--- src/rtl/gx4000_pkg.sv ---
// Shared constants and types for the Plus/GX4000 cartridge read path.
package gx4000_pkg;

  localparam logic [2:0] RMR2_TAG   = 3'b101;
  localparam logic [1:0] WIN_0000   = 2'b00;
  localparam logic [1:0] WIN_4000   = 2'b01;
  localparam logic [1:0] WIN_8000   = 2'b10;
  localparam logic [1:0] WIN_ASIC   = 2'b11;
  localparam logic [4:0] BASIC_PAGE = 5'd1;

  typedef enum logic [1:0] {
    ST_IDLE,
    ST_REQ,
    ST_RESP,
    ST_HOLD
  } reader_state_t;

endpackage

--- src/rtl/gx4000_cart_map.sv ---
// RMR2 / upper-ROM page registers and the combinational cartridge address map.
module gx4000_cart_map
  import gx4000_pkg::*;
#(
  parameter logic [24:0] CART_BASE = 25'h0000000
) (
  input  logic        clk_sys,
  input  logic        reset,
  input  logic        plus_mode,
  input  logic [15:0] cpu_addr,
  input  logic [7:0]  cpu_data_in,
  input  logic        cpu_wr,
  input  logic        cpu_iorq,
  input  logic        rom_lo_en,
  input  logic        rom_hi_en,
  output logic        cart_sel,
  output logic [24:0] map_addr
);

  logic [2:0] lower_bank;
  logic [1:0] lo_window;
  logic [4:0] upper_page;
  logic       lower_hit;
  logic       upper_hit;
  logic [4:0] page;

  always_ff @(posedge clk_sys) begin
    if (reset) begin
      lower_bank <= 3'd0;
      lo_window  <= WIN_0000;
      upper_page <= BASIC_PAGE;
    end else if (plus_mode && cpu_wr && cpu_iorq) begin
      if (cpu_addr[15:14] == 2'b01 && cpu_data_in[7:5] == RMR2_TAG) begin
        lo_window  <= cpu_data_in[4:3];
        lower_bank <= cpu_data_in[2:0];
      end
      // DFxx with bit 7 clear falls back to the BASIC page rather than page 0
      if (cpu_addr[15:13] == 3'b110)
        upper_page <= cpu_data_in[7] ? cpu_data_in[4:0] : BASIC_PAGE;
    end
  end

  // The ASIC register page occupies the lower window, so it never maps to cart
  always_comb begin
    lower_hit = rom_lo_en && (lo_window != WIN_ASIC) && (cpu_addr[15:14] == lo_window);
    upper_hit = rom_hi_en && (cpu_addr[15:14] == 2'b11);
    page      = lower_hit ? {2'b00, lower_bank} : upper_page;
    map_addr  = CART_BASE + {6'b000000, page, cpu_addr[13:0]};
    cart_sel  = plus_mode && !cpu_iorq && (lower_hit || upper_hit);
  end

endmodule

--- src/rtl/gx4000_cart_reader.sv ---
// Resolves CPU cartridge ROM reads into SDRAM reads, with a one-entry cache
// and a bounded wait so the CPU never stalls indefinitely.
module gx4000_cart_reader
  import gx4000_pkg::*;
#(
  parameter logic [24:0] CART_BASE = 25'h0000000,
  parameter int          TIMEOUT   = 64
) (
  input  logic        clk_sys,
  input  logic        reset,
  input  logic        plus_mode,
  input  logic [15:0] cpu_addr,
  input  logic [7:0]  cpu_data_in,
  input  logic        cpu_wr,
  input  logic        cpu_rd,
  input  logic        cpu_iorq,
  input  logic        rom_lo_en,
  input  logic        rom_hi_en,
  input  logic        ioctl_download,
  output logic [7:0]  cpu_data_out,
  output logic        cart_sel,
  output logic        cpu_wait,
  output logic        data_valid,
  output logic [24:0] sdram_addr,
  output logic        sdram_rd,
  input  logic        sdram_ack,
  input  logic [7:0]  sdram_dout,
  output logic        timeout_err
);

  localparam int CW = $clog2(TIMEOUT);

  reader_state_t state;
  logic [24:0]   map_addr;
  logic [CW-1:0] wait_cnt;
  logic          cache_valid;
  logic [24:0]   cache_tag;
  logic [7:0]    cache_data;

  gx4000_cart_map #(
    .CART_BASE (CART_BASE)
  ) u_map (
    .clk_sys     (clk_sys),
    .reset       (reset),
    .plus_mode   (plus_mode),
    .cpu_addr    (cpu_addr),
    .cpu_data_in (cpu_data_in),
    .cpu_wr      (cpu_wr),
    .cpu_iorq    (cpu_iorq),
    .rom_lo_en   (rom_lo_en),
    .rom_hi_en   (rom_hi_en),
    .cart_sel    (cart_sel),
    .map_addr    (map_addr)
  );

  assign cpu_wait = cpu_rd && cart_sel && (state != ST_RESP) && (state != ST_HOLD);

  always_ff @(posedge clk_sys) begin
    if (reset) begin
      state        <= ST_IDLE;
      wait_cnt     <= '0;
      cache_valid  <= 1'b0;
      cache_tag    <= '0;
      cache_data   <= '0;
      cpu_data_out <= '0;
      data_valid   <= 1'b0;
      sdram_addr   <= CART_BASE;
      sdram_rd     <= 1'b0;
      timeout_err  <= 1'b0;
    end else begin
      data_valid <= 1'b0;
      case (state)
        ST_IDLE: begin
          if (cpu_rd && cart_sel && !ioctl_download) begin
            sdram_addr <= map_addr;
            if (cache_valid && cache_tag == map_addr) begin
              cpu_data_out <= cache_data;
              data_valid   <= 1'b1;
              state        <= ST_RESP;
            end else begin
              sdram_rd <= 1'b1;
              wait_cnt <= '0;
              state    <= ST_REQ;
            end
          end
        end
        // A dropped cpu_rd still lets the fetch finish so the cache gets filled
        ST_REQ: begin
          wait_cnt <= wait_cnt + CW'(1);
          if (sdram_ack) begin
            sdram_rd     <= 1'b0;
            cache_valid  <= 1'b1;
            cache_tag    <= sdram_addr;
            cache_data   <= sdram_dout;
            cpu_data_out <= sdram_dout;
            data_valid   <= cpu_rd;
            state        <= cpu_rd ? ST_RESP : ST_IDLE;
          end else if (wait_cnt == CW'(TIMEOUT - 1)) begin
            sdram_rd     <= 1'b0;
            cpu_data_out <= 8'hFF;
            timeout_err  <= 1'b1;
            data_valid   <= cpu_rd;
            state        <= cpu_rd ? ST_RESP : ST_IDLE;
          end
        end
        ST_RESP: state <= ST_HOLD;
        ST_HOLD: if (!cpu_rd) state <= ST_IDLE;
        default: state <= ST_IDLE;
      endcase
      // A cartridge reload may rewrite any byte, so the cached entry is stale
      if (ioctl_download) cache_valid <= 1'b0;
      if (!plus_mode) begin
        state      <= ST_IDLE;
        sdram_rd   <= 1'b0;
        data_valid <= 1'b0;
      end
    end
  end

endmodule

--- config.mk ---
export PLATFORM = sky130hd
export DESIGN_NAME = gx4000_cart_reader
export DESIGN_NICKNAME = d
export VERILOG_FILES = /design/src/rtl/gx4000_pkg.sv /design/src/rtl/gx4000_cart_map.sv /design/src/rtl/gx4000_cart_reader.sv
export SDC_FILE = /design/constraint.sdc
export NUM_CORES = 1
export LEC_CHECK = 0
export CAP_MARGIN = 20
export CORE_UTILIZATION = 45
export CTS_CLUSTER_DIAMETER = 150
export DETAILED_ROUTE_END_ITERATION = 10
export PLACE_DENSITY = 0.72
export REMOVE_ABC_BUFFERS = 1
export SYNTH_ARGS = -nofsm -noshare
export SYNTH_HDL_FRONTEND = slang
export SYNTH_SLANG_ARGS = --single-unit
--- constraint.sdc ---
create_clock -name clk_sys -period 6.9 [get_ports clk_sys]
set_input_delay 1.38 -clock clk_sys [delete_from_list [all_inputs] [get_ports clk_sys]]
set_output_delay 1.38 -clock clk_sys [all_outputs]
set_load 0.005 [all_outputs]
==> impl_results.md, run 1 <==
- R2R cell count: 7
- Total wire length: 8300 um
- Combinational share of power: 0.066
- Nets: 513
- # port buffers: 73
- Synthesized instance count: 402
- Area of the mapped netlist: 3430 um2
- Tot GR Track Use: 0.223
- Post-DP HPWL: 5810 um
- Setup total negative slack: 0 ps
- Largest net degree at the start of global routing: 70
- Type of the most critical hold path: reg2reg
- Post-synth cell types: 52
- Hold EP: cache_data[3]
- R2R Path End: cpu_data_out[3]
- Largest family of logic cells by synthesized area: simple AND/OR/NAND/NOR gates
- # H-tree levels: 3
- Req. time, crit path: 5520 ps
- Endpoints failing hold: 0
- Die H: 89.3 um
- R2r startpoint: u_map.lo_window[1]
- Final Setup Violations: 0
- Worst-path clk slew: 80 ps
- Switching Power: 193 uW
- Gp weighted congestion: 0.830
- Yosys reg bits: 76
- Cell Rows: 31
- Period minus WS final: 4870 ps
- Non-Filler Instances: 574
- Post-Synth Adder-Cell Area: 0.00365
- Crit path capture type: primary output
- Leading cell type in the layout, fill and taps excluded: dfxtp_1
- Root buffer cell: clkbuf_8
- Vias: 3067
- Clock Skew: 6.54 ps
- Hold wc startpoint: cache_data[3]
- First-pass GRT wire length: 13500 um
- Initial core utilization: 0.470
- Relative slew margins: 0.379
- Simple-gate share of the synthesized area: 0.231
- Initial antenna violation count: 0
- Crit start category: primary input
- Layout cells sized above 1: 0.0611
- Setup CP Type: in2out
- Post-Synth XOR/XNOR Area: 0.0537
- Crit path DAT: 3490 ps
- Post-CTS Setup Repair Bufs: 0
- Maxcap violations: 0
- # IOs: 80
- Max frequency: 0.206 GHz
- Worst Max-Slew Pin Slew: 930 ps
- Max Slew Vio Count: 0
- DR vias/cell: 5.34
- Most frequent CP cell: clkdlybuf4s50_1
- Vias in the first global route: 2882
- Seq pwr share: 0.503
- Post-synthesis sequential area ratio: 0.444
- # resized after CTS: 0
- Tcrit/Tclk final: 0.705
- Clk_lat worst skew: 350 ps
- Num CTS Buffers: 9
- Router iterations before antenna repair: 4
- Yosys top cell area share: 0.444
- Crit path max fanout: 8
- Hold buffer count at CTS: 0
- Synth-to-layout area growth: 29.8%
- Initial drt markers: 128
- Sw Ratio: 0.221
- ANT nets after route: 0
- Clk sinks: 76
- Synth area leaders: dfxtp_1 44%, nand2_1 7.3%, a21oi_1 6.7%, mux2i_1 6.4%, xor2_1 5.1%
- Total congestion overflow: 0
- Power Internal: 682 uW
- Crit-path slowest cell: clkdlybuf4s50_1
- Clock share of power: 0.431
- Commonest cells after routing, fill and taps aside: 76 x dfxtp_1, 72 x clkdlybuf4s50_1, 67 x nand2_1
- Top_reg_cell synth: dfxtp_1
- Die X: 89.3 um
- Mux cell area share after synthesis: 0.0675
- TritonCTS clock tree: done
- Leak: 1.59 nW
- Outcome: finished, final reports clean
- Synth area leader: dfxtp_1
- Avg Cell Area, Syn: 8.52 um2
- Post-synth EDFFs: 0
- Internal reg-to-reg setup slack: 4510 ps
- Yosys warning total: 0
- Cell area power density: 197 nW/um2
- DR DRC count: 0
- Post-synth ARST share: 0
- Final core occ: 0.610
- Synth Area in Compound Gates: 0.160
- DR WL/cell: 14.5 um
- Worst vdd rail ir drop: 0.157 mV
- RSZ-0062 raised after global routing: false
- Worst path max stage delay: 490 ps
- Antenna cells: 0
- Cells along the critical path: clkdlybuf4s50_1 > xor2_1 > o31ai_4 > nand2_2 > a21oi_1 > and3b_1 > clkdlybuf4s50_1
- Total core area: 7290 um2
- Die area: 7970 um2
- Clock buffer depth: 2
- Hold depth: 2
- Placed cells: 556
## Yosys cell counts (2+ instances only)
cell type  number
a211oi_1        2
a21oi_1        46
a22oi_1         3
a311oi_1        3
and2_1          4
and3_1          4
buf_1           3
buf_2           3
buf_4           6
clkbuf_1       14
dfxtp_1        76
inv_1           3
mux2i_1        22
nand2_1        67
nand2b_1        7
nand3_1        11
nand3b_1        8
nand4_1         2
nand4b_1        2
nor2_1         35
nor2b_1         2
nor3_1          7
nor4_1          6
o2111ai_1       8
o21a_1          2
o21ai_0         9
o2bb2ai_1       3
xor2_1         20
## per-stage QoR
stage                     setup slack (ps)  cell area [um2]  hold WS (ps)  total power [mW]
after detailed placement              2070             4200           447             0.508
after global routing                  1910             4450           482             0.907
after global placement                2150             4200           442             0.507
after CTS                             2060             4420           460             0.883
after floorplan                       2580             3320           430             0.466
final                                 2030             4450           461             0.875
## worst max-delay path: cells and delay by family
family,cells,cell delay [ps]
buf+inv,2,970
compound gates,2,530
simple gates,2,390
xor+xnor,1,210
## logic make-up after synthesis
family          after synthesis
compound gates               86
xor+xnor                     21
fa+ha+maj                     1
buf+inv                      29
flops                        76
mux                          23
other cells                   1
simple gates                165
## per-layer routing
metal,up-vias,global-route usage,routed length [um]
li1,1540,-,-
met1,1463,0.267,3700
met2,54,0.393,4160
met3,10,0.0683,368
met4,0,0.0534,76
met5,-,0,0
## area by class of cell
cell class | count | area (um2)
fill | 694 | 2850
timing repair buffer | 78 | 771
clock buffer | 10 | 138
clock inverter | 6 | 87.6
tap | 99 | 124
sequential | 76 | 1520
inverter | 3 | 11.3
multi-input combinational | 302 | 1790
## worst max path at each step
stage | startpoint | to | cells after the start
2_1_floorplan | cpu_addr[15] | sdram_addr[0] | 6
3_3_place_gp | cpu_addr[15] | cpu_wait | 7
3_5_place_dp | cpu_addr[15] | cpu_wait | 7
4_1_cts | cpu_addr[15] | cpu_wait | 7
5_1_grt | cpu_addr[15] | cpu_wait | 7
6_report | cpu_addr[15] | cpu_wait | 7
## power groups by stage
stage                     registers [mW]  logic (mW)  clock network (mW)
after floorplan                    0.450      0.0154                   0
after global placement             0.450      0.0563                   0
after detailed placement           0.451      0.0571                   0
after CTS                          0.440      0.0574               0.386
after global routing               0.440      0.0622               0.405
final                              0.440      0.0574               0.377
## sequential cells by signal, summed over array words and instances (netlist names), 3 cells and up
name / count
cache_data: 8
u_map.upper_page: 5
sdram_addr: 19
u_map.lower_bank: 3
wait_cnt: 6
cpu_data_out: 8
cache_tag: 19
Note: power is estimated with default switching activity, not from simulation.
==> inputs of run 2 (changes only) <==
--- a/config.mk
+++ b/config.mk
@@ -9,7 +9,7 @@
 export CORE_UTILIZATION = 45
 export CTS_CLUSTER_DIAMETER = 150
 export DETAILED_ROUTE_END_ITERATION = 10
-export PLACE_DENSITY = 0.72
+export PLACE_DENSITY = 0.75
 export REMOVE_ABC_BUFFERS = 1
 export SYNTH_ARGS = -nofsm -noshare
 export SYNTH_HDL_FRONTEND = slang
==> constraint.sdc (replaced) <==
create_clock -name clk_sys -period 3.9 [get_ports clk_sys]
set_input_delay 0.78 -clock clk_sys [delete_from_list [all_inputs] [get_ports clk_sys]]
set_output_delay 0.78 -clock clk_sys [all_outputs]
set_load 0.005 [all_outputs]
==> impl_results.md, run 2 (synthesis results as in run 1) <==
- Outcome: finished, final reports clean
- Most frequent CP cell: clkdlybuf4s50_1
- Cell area power density: 374 nW/um2 (+90%)
- Initial antenna violation count: 0 (unchanged)
- Endpoints failing hold: 0 (unchanged)
- DR WL/cell: 14.5 um (+0.52%)
- Layout cells sized above 1: 0.0568 (-0.00421)
- Power Internal: 1.34 mW (+96%)
- Combinational share of power: 0.061 (-0.005)
- Relative slew margins: 0.350 (-0.0286)
- Post-DP HPWL: 5660 um (-2.6%)
- Root buffer cell: clkbuf_8
- Tot GR Track Use: 0.224 (+0.000785)
- Num CTS Buffers: 9 (unchanged)
- # port buffers: 73 (unchanged)
- Non-Filler Instances: 574 (unchanged)
- Leak: 1.61 nW (+1.6%)
- Final core occ: 0.614 (+0.00446)
- Vias: 3085 (+0.59%)
- Worst-path clk slew: 70 ps (about the same)
- Crit path max fanout: 8 (unchanged)
- Setup total negative slack: 0 ps (unchanged)
- Cells along the critical path: clkdlybuf4s50_1 > xor2_1 > o31ai_4 > nand2_2 > a21oi_1 > and3b_1 > clkdlybuf4s50_1
- Clock Skew: 4.89 ps (-1.65 ps)
- Worst path max stage delay: 490 ps (about the same)
- Fin area: 4480 um2 (+0.73%)
- Setup CP Type: in2out
- Synth-to-layout area growth: 30.7%
- Initial drt markers: 120 (-6.3%)
- Clk sinks: 76 (unchanged)
- Initial core utilization: 0.470 (unchanged)
- Clk_lat worst skew: 350 ps (about the same)
- Max Slew Vio Count: 0 (unchanged)
- Gp weighted congestion: 0.818 (-1.5%)
- Die area: 7970 um2 (unchanged)
- Largest net degree at the start of global routing: 69 (-1.4%)
- Antenna cells: 0 (unchanged)
- # resized after CTS: 0 (unchanged)
- Type of the most critical hold path: reg2reg
- Router iterations before antenna repair: 5 (+1)
- Total congestion overflow: 0 (unchanged)
- Sw Ratio: 0.201 (-0.0197)
- Cell Rows: 31 (unchanged)
- First-pass GRT wire length: 13700 um (+1.7%)
- Clock share of power: 0.474 (+0.043)
- Max frequency: 0.276 GHz
- Final Setup Violations: 0 (unchanged)
- Total core area: 7290 um2 (unchanged)
- Internal reg-to-reg setup slack: 1260 ps (-3250 ps)
- RSZ-0062 raised after global routing: false
- Nets: 513 (unchanged)
- Switching Power: 337 uW (+74%)
- Worst vdd rail ir drop: 0.230 mV (+47%)
- Placed cells: 558 (+0.36%)
- Post-CTS Setup Repair Bufs: 0 (unchanged)
- Period minus WS final: 3620 ps
- Commonest cells after routing, fill and taps aside: 76 x dfxtp_1, 72 x clkdlybuf4s50_1, 67 x nand2_1
- Maxcap violations: 0 (unchanged)
- DR vias/cell: 5.37 (+0.59%)
- Die H: 89.3 um (unchanged)
- # H-tree levels: 3 (unchanged)
- TritonCTS clock tree: done
- Total wire length: 8340 um (+0.52%)
- Leading cell type in the layout, fill and taps excluded: dfxtp_1
- Crit-path slowest cell: clkdlybuf4s50_1
- Crit path DAT: 2840 ps (-650 ps)
- Clock buffer depth: 2 (unchanged)
- ANT nets after route: 0 (unchanged)
- Die X: 89.3 um (unchanged)
- Vias in the first global route: 2929 (+1.6%)
- Crit start category: primary input
- Crit path capture type: primary output
- Worst Max-Slew Pin Slew: 972 ps (+42.8 ps)
- Post-DP Area: 4210 um2 (+0.36%)
- DR DRC count: 0 (unchanged)
- Tcrit/Tclk final: 0.928
- Req. time, crit path: 3120 ps (-2400 ps)
- # IOs: 80 (unchanged)
- Seq pwr share: 0.465 (-0.038)
- Biggest registers after layout: cache_tag: 19 flops, sdram_addr: 19 flops
- Hold buffer count at CTS: 0 (unchanged)
==> run 2: layer usage <==
layer | routed length [um] | share of wire | track usage | vias to the layer above
met3 | 304 | 0.036 | 0.0406 | 14
li1 | - | - | - | 1539
met2 | 4010 | 0.48 | 0.375 | 76
met4 | 162 | 0.019 | 0.0952 | 0
met5 | 0 | 0 | 0 | -
met1 | 3870 | 0.46 | 0.285 | 1456
==> run 2: area by class of cell <==
class                           instances  area [um2]
Fill cell                             672        2810
Multi-Input combinational cell        302        1790
Sequential cell                        76        1520
Timing Repair Buffer                   78         763
Clock buffer                           12         145
Tap cell                               99         124
Clock inverter                          4         120
Inverter                                3        11.3
==> run 2: final timing paths <==
| path | endpoint | cells past startpoint | from |
|---|---|---|---|
| worst max register to register | cache_tag[17] | 4 | state[0] |
| worst min register to register | cache_data[3] | 2 | cache_data[3] |
| worst min-delay path | cache_data[3] | 2 | cache_data[3] |
| worst max-delay path | cpu_wait | 7 | cpu_addr[15] |
==> run 2: power by group through the flow <==
stage | Sequential [mW] | Combinational, mW | Clock, mW
finish | 0.779 | 0.101 | 0.794
global route | 0.779 | 0.110 | 0.832
CTS | 0.779 | 0.101 | 0.799
detailed placement | 0.797 | 0.101 | 0
global placement | 0.797 | 0.0998 | 0
floorplan | 0.797 | 0.0273 | 0
==> run 2: through the flow <==
stage               hold slack, ps  total power, mW  worst slack (ps)
floorplan                      430            0.824               182
global placement               443            0.897               340
detailed placement             447            0.898               299
CTS                            461             1.68               292
global route                   477             1.72               132
finish                         459             1.67               280
==> run 2: critical path, delay by kind of cell <==
| family | cells | cell delay [ps] |
|---|---|---|
| buffers and inverters | 2 | 970 |
| AO/OA/AOI/OAI | 2 | 510 |
| XOR/XNOR | 1 | 200 |
| AND/OR/NAND/NOR | 2 | 370 |
==> inputs of run 3 (changes only) <==
--- a/config.mk
+++ b/config.mk
@@ -14,3 +14,4 @@
 export SYNTH_ARGS = -nofsm -noshare
 export SYNTH_HDL_FRONTEND = slang
 export SYNTH_SLANG_ARGS = --single-unit
+export TNS_END_PERCENT = 30
==> results of run 3 <==
Same layout as run 2: the final DEF is identical, and so are final timing and power.
